<file path="src/rtl/johnson_ring_decoder_6bit.sv">
// Decodes a 6-bit twisted-ring (Johnson) word to its position 0..11 and tracks
// whether successive samples follow the ring sequence (IDLE -> HUNT -> LOCKED).
module johnson_ring_decoder_6bit #(
    parameter int LOCK_RUN = 3
) (
    input  logic       clk,
    input  logic       rst,
    input  logic       valid,
    input  logic [5:0] code,
    output logic [3:0] index,
    output logic       legal,
    output logic       locked,
    output logic       seq_err,
    output logic       code_err,
    output logic       wrap,
    output logic [7:0] err_count
);

    typedef enum logic [1:0] {
        IDLE   = 2'd0,
        HUNT   = 2'd1,
        LOCKED = 2'd2
    } state_t;

    localparam logic [3:0] LOCK_RUN_W = 4'(LOCK_RUN);

    // Position k: k ones shifted in from the top for k<=6, then zeros for k>6.
    function automatic logic [5:0] johnson_word(input int k);
        logic [5:0] w;
        w = '0;
        for (int b = 0; b < 6; b++) begin
            if (k <= 6) w[b] = (b >= 6 - k);
            else        w[b] = (b < 12 - k);
        end
        return w;
    endfunction

    logic [11:0] hit;
    logic [3:0]  index_dec;
    logic        is_legal;
    logic        in_seq;

    generate
        for (genvar gi = 0; gi < 12; gi++) begin : g_match
            localparam logic [5:0] WORD = johnson_word(gi);
            assign hit[gi] = (code == WORD);
        end
    endgenerate

    always_comb begin
        index_dec = 4'hF;
        for (int k = 0; k < 12; k++) begin
            if (hit[k]) index_dec = 4'(k);
        end
    end

    state_t     state_reg, state_next;
    logic [3:0] run_reg, run_next;
    logic [5:0] prev_reg, prev_next;
    logic [3:0] index_reg, index_next;
    logic       legal_reg, legal_next;
    logic       seq_err_reg, seq_err_next;
    logic       code_err_reg, code_err_next;
    logic       wrap_reg, wrap_next;
    logic [7:0] err_count_reg, err_count_next;

    assign is_legal = |hit;
    assign in_seq   = (code == {~prev_reg[0], prev_reg[5:1]});

    always_comb begin
        state_next     = state_reg;
        run_next       = run_reg;
        prev_next      = prev_reg;
        index_next     = index_reg;
        legal_next     = legal_reg;
        seq_err_next   = 1'b0;
        code_err_next  = 1'b0;
        wrap_next      = 1'b0;
        err_count_next = err_count_reg;
        if (valid) begin
            index_next    = index_dec;
            legal_next    = is_legal;
            code_err_next = ~is_legal;
            case (state_reg)
                IDLE: begin
                    if (is_legal) begin
                        state_next = HUNT;
                        run_next   = 4'd1;
                        prev_next  = code;
                    end
                end
                HUNT: begin
                    if (in_seq) begin
                        run_next  = run_reg + 4'd1;
                        prev_next = code;
                        if (run_reg + 4'd1 == LOCK_RUN_W) state_next = LOCKED;
                    end else if (is_legal) begin
                        run_next  = 4'd1;
                        prev_next = code;
                    end else begin
                        state_next = IDLE;
                        run_next   = 4'd0;
                    end
                end
                LOCKED: begin
                    if (in_seq) begin
                        prev_next = code;
                        wrap_next = (prev_reg == 6'b000001);
                    end else begin
                        seq_err_next = 1'b1;
                        if (is_legal) begin
                            state_next = HUNT;
                            run_next   = 4'd1;
                            prev_next  = code;
                        end else begin
                            state_next = IDLE;
                            run_next   = 4'd0;
                        end
                    end
                end
                default: begin
                    state_next = IDLE;
                    run_next   = 4'd0;
                end
            endcase
            // One count per bad sample even when both error flags fire.
            if ((seq_err_next || code_err_next) && err_count_reg != 8'hFF)
                err_count_next = err_count_reg + 8'd1;
        end
    end

    always_ff @(posedge clk) begin
        if (rst) begin
            state_reg     <= IDLE;
            run_reg       <= 4'd0;
            prev_reg      <= 6'd0;
            index_reg     <= 4'd0;
            legal_reg     <= 1'b0;
            seq_err_reg   <= 1'b0;
            code_err_reg  <= 1'b0;
            wrap_reg      <= 1'b0;
            err_count_reg <= 8'd0;
        end else begin
            state_reg     <= state_next;
            run_reg       <= run_next;
            prev_reg      <= prev_next;
            index_reg     <= index_next;
            legal_reg     <= legal_next;
            seq_err_reg   <= seq_err_next;
            code_err_reg  <= code_err_next;
            wrap_reg      <= wrap_next;
            err_count_reg <= err_count_next;
        end
    end

    assign index     = index_reg;
    assign legal     = legal_reg;
    assign locked    = (state_reg == LOCKED);
    assign seq_err   = seq_err_reg;
    assign code_err  = code_err_reg;
    assign wrap      = wrap_reg;
    assign err_count = err_count_reg;

endmodule

</file>
<file path="config.mk">
export PLATFORM = sky130hd
export DESIGN_NAME = johnson_ring_decoder_6bit
export DESIGN_NICKNAME = d
export VERILOG_FILES = /design/src/rtl/johnson_ring_decoder_6bit.sv
export SDC_FILE = /design/constraint.sdc
export NUM_CORES = 1
export LEC_CHECK = 0
export BUFFER_PORTS_ARGS = -buffer_cell sky130_fd_sc_hd__buf_4
export CAP_MARGIN = 15
export CORE_MARGIN = 5
export CORE_UTILIZATION = 63
export CTS_BUF_LIST = sky130_fd_sc_hd__clkbuf_8
export DETAILED_ROUTE_END_ITERATION = 6
export GPL_ROUTABILITY_DRIVEN = 0
export MAX_ROUTING_LAYER = met4
export PLACE_DENSITY_LB_ADDON = 0.25
export SLEW_MARGIN = 10
export SYNTH_ARGS = -nofsm -noshare
export SYNTH_HDL_FRONTEND = slang
export SYNTH_SLANG_ARGS = --single-unit
export TNS_END_PERCENT = 20
</file>
<file path="constraint.sdc">
create_clock -name clk -period 3.7 [get_ports clk]
set_input_delay 0.925 -clock clk [delete_from_list [all_inputs] [get_ports clk]]
set_output_delay 0.925 -clock clk [all_outputs]
set_load 0.01 [all_outputs]
</file>
Word level (Yosys, flattened, before mapping)
Index checks and enable logic that the tools add are counted.
Widths: inputs -> output; s select.
{"block": "classes", "n_addsub": 2, "bitwise": 5, "reduce_logical": 13, "eq_ne": 21, "muxes": 30}
{"operator": "$mux 4", "count": 15}
{"operator": "$eq 6x6->1 const B", "count": 6}
{"operator": "$eq 6x1->1 const B", "count": 2}
{"operator": "$mux 6", "count": 2}
{"operator": "$pmux 4 s3", "count": 1}
{"operator": "$pmux 6 s2", "count": 1}
{"operator": "$reduce_or 12->1", "count": 1}
{"operator": "$mux 2", "count": 5}
{"operator": "$add 8x1->8 const B", "count": 1}
{"operator": "$ne 8x8->1 const B", "count": 1}
{"operator": "$eq 6x2->1 const B", "count": 1}
{"operator": "$eq 6x3->1 const B", "count": 1}
{"operator": "$eq 6x4->1 const B", "count": 1}
{"operator": "$eq 6x5->1 const B", "count": 1}
{"operator": "$eq 6x6->1", "count": 1}
{"operator": "$logic_not 6->1", "count": 1}
{"operator": "$ne 3x3->1 const B", "count": 2}
{"operator": "$pmux 2 s3", "count": 1}
{"operator": "$mux 1", "count": 5}
{"operator": "$not 1->1", "count": 5}
{"operator": "$reduce_and 5->1", "count": 1}
{"operator": "$add 4x1->4 const B", "count": 1}
{"operator": "$eq 4x2->1 const B", "count": 1}
{"operator": "$ne 2x2->1 const B", "count": 2}
{"operator": "10 further kinds", "count": 12}
{"block": "totals", "ff_bits": 28, "output_inout_bits": 17}

Longest topological paths before layout
Gate-level depths: netlist (run 1).
{"block": "logic_depth", "ltp_word": 13, "mapped_depth": 9, "depth_no_buf": 7}

Least setup slack after synthesis (run 1)
OpenSTA, ideal clock, no wires.
{"block": "synth_timing", "kind": "in2reg", "start": "in code[1]", "end": "reg run_reg[3]", "path_slack_ns": 0.993, "t_arrival_ns": 2.619, "required_time_ns": 3.612, "path_buffers": 2, "stages": 8, "cell_sequence": "buf_2 -> mux2_4 -> o32a_4 -> o211a_4 -> a221oi_4 -> buf_6 -> a31oi_1 -> a311oi_2"}
{"block": "synth_via", "elab_chain_cells": 4, "word_cells_on_any_way": 19}
{"item": "from (decl)", "line": "9", "source": "input logic [5:0] code,"}
{"item": "$eq 6x6->1 (tied with other cells)", "line": "46", "source": "assign hit[gi] = (code == WORD);"}
{"item": "$reduce_or 12->1", "line": "67", "source": "assign is_legal = |hit;"}
{"item": "$ne 2x2->1 (no line)"}
{"item": "$reduce_and 3->1 (no line)"}
{"item": "to (signal assigned)", "line": "145", "source": "run_reg <= run_next;"}
{"item": "to (decl)", "line": "58", "source": "logic [3:0] run_reg, run_next;"}
Parallel ways exist; a longest one is shown, timed or not.
A chain may end at the register's enable or synchronous reset.

Worst setup path after layout (run 1)
{"block": "layout_timing", "start": "in code[0]", "end": "reg run_reg[3]"}
The elaborated chain is that of the path after synthesis.

==> impl_metrics.ini, run 1 <==
[status]
status = completed

[placed_design]
dp.cells = 233
post-dp-hpwl_mm = 2.683
port-buffer-count = 25

[run]
maxCapViolCount = 0

[yosys]
synth_top_family_by_area = simple AND/OR/NAND/NOR gates
yosys_most_used_dff = dfxtp_1
synth_edf_count = 0
synth_compound_area_share_pct = 20.83
synth.net_count = 205
synthSimpleGateAreaFrac_pct = 23.20
ys_warn_count = 0
synthCells = 189
synth_xor_xnor_area_share_pct = 5.189
synthMuxAreaShare_pct = 6.301
async_flop_share_pct = 0
synth-adder-area-share_pct = 5.189
yosysSeqAreaShare_pct = 33.21
ys_types = 50
synth-seq-cells = 28
synth_area_sq_um = 1688
avgSynthCellArea_sq_um = 8.931

[power_and_ir_drop]
power_density_nw_per_um2 = 328.7
power_uw = 624.4
vdd.ir_drop.worst_v = 0.0002408
cellLeakagePower_nw = 0.7533

[setup_path]
crit_arrival_ns = 2.92
cp_slowest_cell = a221oi_4
endpoint_kind = flip-flop
cpPeakStageDelay_ns = 0.54
worstPathRequired_ns = 3.89
cp-start-kind = input pin
cp_cell_sequence = buf_4 -> mux2_4 -> o32a_4 -> o211a_4 -> a221oi_4 -> a31oi_1 -> a311oi_2
critPathKind = input pin to flip-flop
path_max_fanout = 12

[detailed_routing]
dr.pass1.iters = 4
vias = 1403
dr.first_iter.drc_count = 67
wl_mm = 3.654
drtAntennaViolNets = 0
routed_via_density = 5.920
wl_per_cell_um = 15.42
drc = 0

[clock_tree]
ctsResizeCount = 0
cts_sinks = 28
clock_latency_ns = 0.27
htreeDepth = 1
clk_transition_reported_paths_ns = 0.10
cts_setup_buffers = 0
cts_buffers = 3
root_buffer = clkbuf_8
clk_path_buf_depth = 2
cts_tree = yes
hold_buffers = 0

[layout]
final_cell_mix = 28 x dfxtp_1, 25 x buf_4, 20 x nor2_1, 11 x nand2_1, 11 x a21oi_1
final_util_pct = 75.30
largest_reg_flops = 8
stdcell_count = 237
fin_nets = 224
drive_gt1_share_pct = 20.77
area_delta_synth_final_pct = 12.53
fillCellCount = 183
diodes = 0
final_common_cell = dfxtp_1

[global_routing]
first_global_vias = 1408
antenna_found_initial = 0
grt_util_all_layers_pct = 22.53
grt-ovfl-total = 0
grt_pass1_wl_mm = 6.437
grt_max_degree = 30

[die]
coreArea_sq_um = 2522
fp.dieW_um = 61.76
initial_core_util_pct = 66.91
rows = 18
dieArea_sq_um = 3814
ios = 26
die_h_um = 61.76

[sta]
finalHoldViolations = 0
period_share_pct = 73.82
skew_ns = 0.005543
slew_headroom_pct = 56.28
tightest_slew_ns = 0.6519
fin_setup_tns_ns = 0
setup_violations = 0
rsz0062_at_grt = no
drv_slew = 0
clock.fmax_mhz = 366.1
fin_crit_ns = 2.731

[min_path]
hold_class = flip-flop to flip-flop
## power breakdown
group | internal (mW) | switching [mW] | leakage, nW | total (mW)
clock | 0.0952 | 0.0961 | 0.0288 | 0.191
sequential | 0.313 | 0.0109 | 0.228 | 0.324
combinational | 0.0481 | 0.0608 | 0.497 | 0.109
## synth_stat cells, types with 2 or more instances
master / n / area share, %
nor3_1: 4 / 1.2
or2_2: 3 / 1.1
a21o_1: 3 / 1.3
clkbuf_1: 4 / 0.89
mux2i_1: 8 / 4.7
xnor2_1: 5 / 2.6
o2111ai_1: 2 / 1.0
buf_6: 3 / 2.0
dfxtp_1: 28 / 33
nand3_1: 10 / 3.0
and3_1: 2 / 0.74
nor2b_1: 2 / 0.74
o21ai_0: 2 / 0.59
a211oi_1: 3 / 1.3
inv_1: 9 / 2.0
and2_1: 4 / 1.5
nand4_1: 2 / 0.74
ha_1: 7 / 5.2
o211ai_1: 3 / 1.3
a21bo_2: 2 / 1.2
nand2b_1: 2 / 0.74
a311oi_1: 2 / 1.0
nand3b_1: 5 / 2.2
buf_2: 4 / 1.2
a21oi_1: 11 / 3.3
nor2_1: 20 / 4.4
xor2_1: 5 / 2.6
and3b_1: 2 / 1.0
nand2_1: 11 / 2.4
## final cells by class
| class | count | area (sq um) | area share [%] |
|---|---|---|---|
| Clock buffer | 4 | 55.05 | 2.899 |
| Inverter | 9 | 33.78 | 1.779 |
| Multi-Input combinational cell | 141 | 1025 | 53.95 |
| Sequential cell | 28 | 560.5 | 29.51 |
| Tap cell | 30 | 37.54 | 1.976 |
| Timing Repair Buffer | 25 | 187.7 | 9.881 |
## through the flow
step	area (sq um)	setup slack, ns	hold slack, ns
5_1_grt	1899	0.8830	0.5051
2_1_floorplan	1688	0.9925	0.4670
4_1_cts	1899	1.003	0.4706
3_5_place_dp	1844	0.7226	0.4547
6_report	1899	0.9685	0.4672
3_3_place_gp	1844	0.8124	0.4408
## logic make-up (layout without fill, tap and decap cells)
logic type / Yosys count / count (layout)
and+or+nand+nor: 73 / 73
AOI/OAI and AO/OA: 41 / 41
DFF: 28 / 28
buffers and inverters: 20 / 38
xor gates and xnor gates: 10 / 10
muxes: 10 / 10
adders and majority gates: 7 / 7
## worst max-delay path: cells and delay by family
family / cells / cell delay, ns
compound gates: 5 / 1.52
mux: 1 / 0.32
buf+inv: 1 / 0.15
## per-layer routing
layer	part of all wire (%)	GRT usage, %	routed length, um
met2	47	35.28	1712
met5	0	-	0
met4	0	3.333	0
met3	3.4	2.479	123
met1	50	32.10	1818
## worst paths after layout
path / startpoint / end / slack [ns] / cells after the start
worst min register to register: index[0]$_SDFFE_PP0P_ / index[0]$_SDFFE_PP0P_ / 0.47 / 2
worst max register to register: prev_reg[0]$_SDFFE_PP0P_ / prev_reg[5]$_SDFFE_PP0P_ / 1.58 / 6
worst max-delay path: code[0] / run_reg[3]$_SDFFE_PP0P_ / 0.97 / 7
worst min-delay path: index[0]$_SDFFE_PP0P_ / index[0]$_SDFFE_PP0P_ / 0.47 / 2
Power figures use the tool's default switching activity.
==> run 2: changes to the inputs <==
--- a/config.mk
+++ b/config.mk
@@ -8,7 +8,7 @@
 export BUFFER_PORTS_ARGS = -buffer_cell sky130_fd_sc_hd__buf_4
 export CAP_MARGIN = 15
 export CORE_MARGIN = 5
-export CORE_UTILIZATION = 63
+export CORE_UTILIZATION = 58
 export CTS_BUF_LIST = sky130_fd_sc_hd__clkbuf_8
 export DETAILED_ROUTE_END_ITERATION = 6
 export GPL_ROUTABILITY_DRIVEN = 0
==> constraint.sdc (replaced) <==
create_clock -name clk -period 2.81 [get_ports clk]
set_input_delay 0.7025 -clock clk [delete_from_list [all_inputs] [get_ports clk]]
set_output_delay 0.7025 -clock clk [all_outputs]
set_load 0.01 [all_outputs]
==> run 2 against run 1 <==
Effect of this change: clock power increased by 31%; register-to-register slack got worse by 0.87 ns; clock skew increased by 0.0024 ns; first-iteration DRC count increased by 57%; highest routed layer is now met4.
==> impl_metrics.ini, run 2 (synthesized netlist as in run 1, its figures left out) <==
[layout]
final_common_cell = dfxtp_1
stdcell_count = 240
fin_nets = 226
diodes = 0
fillCellCount = 228
largest_reg_flops = 8
area_delta_synth_final_pct = 13.49
drive_gt1_share_pct = 21.53
final_cell_mix = 28 x dfxtp_1, 27 x buf_4, 20 x nor2_1, 11 x nand2_1, 11 x a21oi_1
multiInputGateArea_sq_um = 1025
register_area_sq_um = 560.5

[setup_path]
crit_arrival_ns = 2.62
path_max_fanout = 11
critPathKind = input pin to flip-flop
worstPathRequired_ns = 3.01
timing.rr.start = prev_reg[0]$_SDFFE_PP0P_
cp-start-kind = input pin
rr_worst_depth = 6
crit_start = code[0]
endpoint_kind = flip-flop

[sta]
drv_slew = 0
period_share_pct = 86.11
fin_setup_tns_ns = 0
rsz0062_at_grt = no
setup_violations = 0
slew_headroom_pct = 63.55
finalHoldViolations = 0
tightest_slew_ns = 0.5444
skew_ns = 0.007980
clock.fmax_mhz = 413.3
fin_crit_ns = 2.420
setup_slack_ns = 0.3902

[detailed_routing]
wl_met2_mm = 1.823
drtAntennaViolNets = 0
routed.top_layer = met4
wl_met3_um = 240
wl_per_cell_um = 15.51
routed_via_density = 6.058
wl_mm = 3.723
drc = 0
dr.first_iter.drc_count = 105
wl_met1_mm = 1.619
dr.pass1.iters = 4
vias = 1454

[power_and_ir_drop]
seq_power_share_pct = 51.9
p_clk_share_pct = 30.4
vdd.ir_drop.worst_v = 0.0004519
switching_share_pct = 26.68
cellLeakagePower_nw = 0.7641
power_density_nw_per_um2 = 429.4
p_comb_share_pct = 17.7
power.switching_uw = 219.5
p_int_uw = 603.1

[die]
coreArea_sq_um = 2781
dieArea_sq_um = 4089
rows = 19
die_h_um = 63.95
ios = 26
fp.dieW_um = 63.95
initial_core_util_pct = 60.68

[clock_tree]
clk_path_buf_depth = 2
htreeDepth = 1
hold_buffers = 0
ctsResizeCount = 0
cts_buffers = 3
clk_transition_reported_paths_ns = 0.10
root_buffer = clkbuf_8
cts_sinks = 28
cts_tree = yes
clock_latency_ns = 0.28
cts_setup_buffers = 0

[min_path]
hold_class = flip-flop to flip-flop
worstHoldStart = index[0]$_SDFFE_PP0P_
holdPathStages = 2

[global_routing]
antenna_found_initial = 0
grt_util_all_layers_pct = 19.93
first_global_vias = 1510
grt-ovfl-total = 0
grt_pass1_wl_mm = 6.610
grt_max_degree = 30

[run]
maxCapViolCount = 0

[placed_design]
dp.cells = 236
port-buffer-count = 25
dp_worst_setup_slack_ns = 0.1174
post-dp-hpwl_mm = 2.744

[status]
status = completed
## run 2: metrics by stage
step                utilization, %  cell area, sq um  total power, mW  hold slack, ns
floorplan                        -              1688           0.5387          0.4670
global placement             66.89              1861           0.5726          0.4412
detailed placement           66.89              1861           0.5800          0.4481
CTS                          68.87              1916           0.8245          0.4630
global route                 68.87              1916           0.8602          0.4859
finish                       68.87              1916           0.8226          0.4614
## run 2: worst paths after layout
check                              to  slack [ns]
max           run_reg[3]$_SDFFE_PP0P_        0.39
min             index[0]$_SDFFE_PP0P_        0.46
max reg2reg  prev_reg[5]$_SDFFE_PP0P_        0.71
min reg2reg     index[0]$_SDFFE_PP0P_        0.46
## run 2: worst max-delay path, cell delays in order
cell      delay, ns
buf_4          0.15
mux2_4         0.32
o32a_4         0.37
o211a_4        0.17
a221oi_4       0.48
a31oi_1        0.16
a311oi_2       0.26
## run 2: area by class of cell
| class | instances | share of cell area [%] |
|---|---|---|
| multi-input cells | 141 | 53.49 |
| flip-flops and latches | 28 | 29.26 |
| repair buffers | 27 | 10.58 |
| clock buffers | 4 | 2.874 |
| well taps | 31 | 2.025 |
| inverters | 9 | 1.764 |
## run 2: power groups by stage
stage               registers (mW)  clock network, mW  logic (mW)
floorplan                    0.437                  0       0.101
global placement             0.435                  0       0.138
detailed placement           0.436                  0       0.144
CTS                          0.427              0.252       0.145
global route                 0.430              0.271       0.160
finish                       0.427              0.250       0.145
## run 2: layer usage
layer  GRT usage (%)  vias to the layer above
met5               -                        -
met4           7.013                        0
met3           4.553                        6
met2           32.66                       53
met1           23.82                      680
li1                -                      715
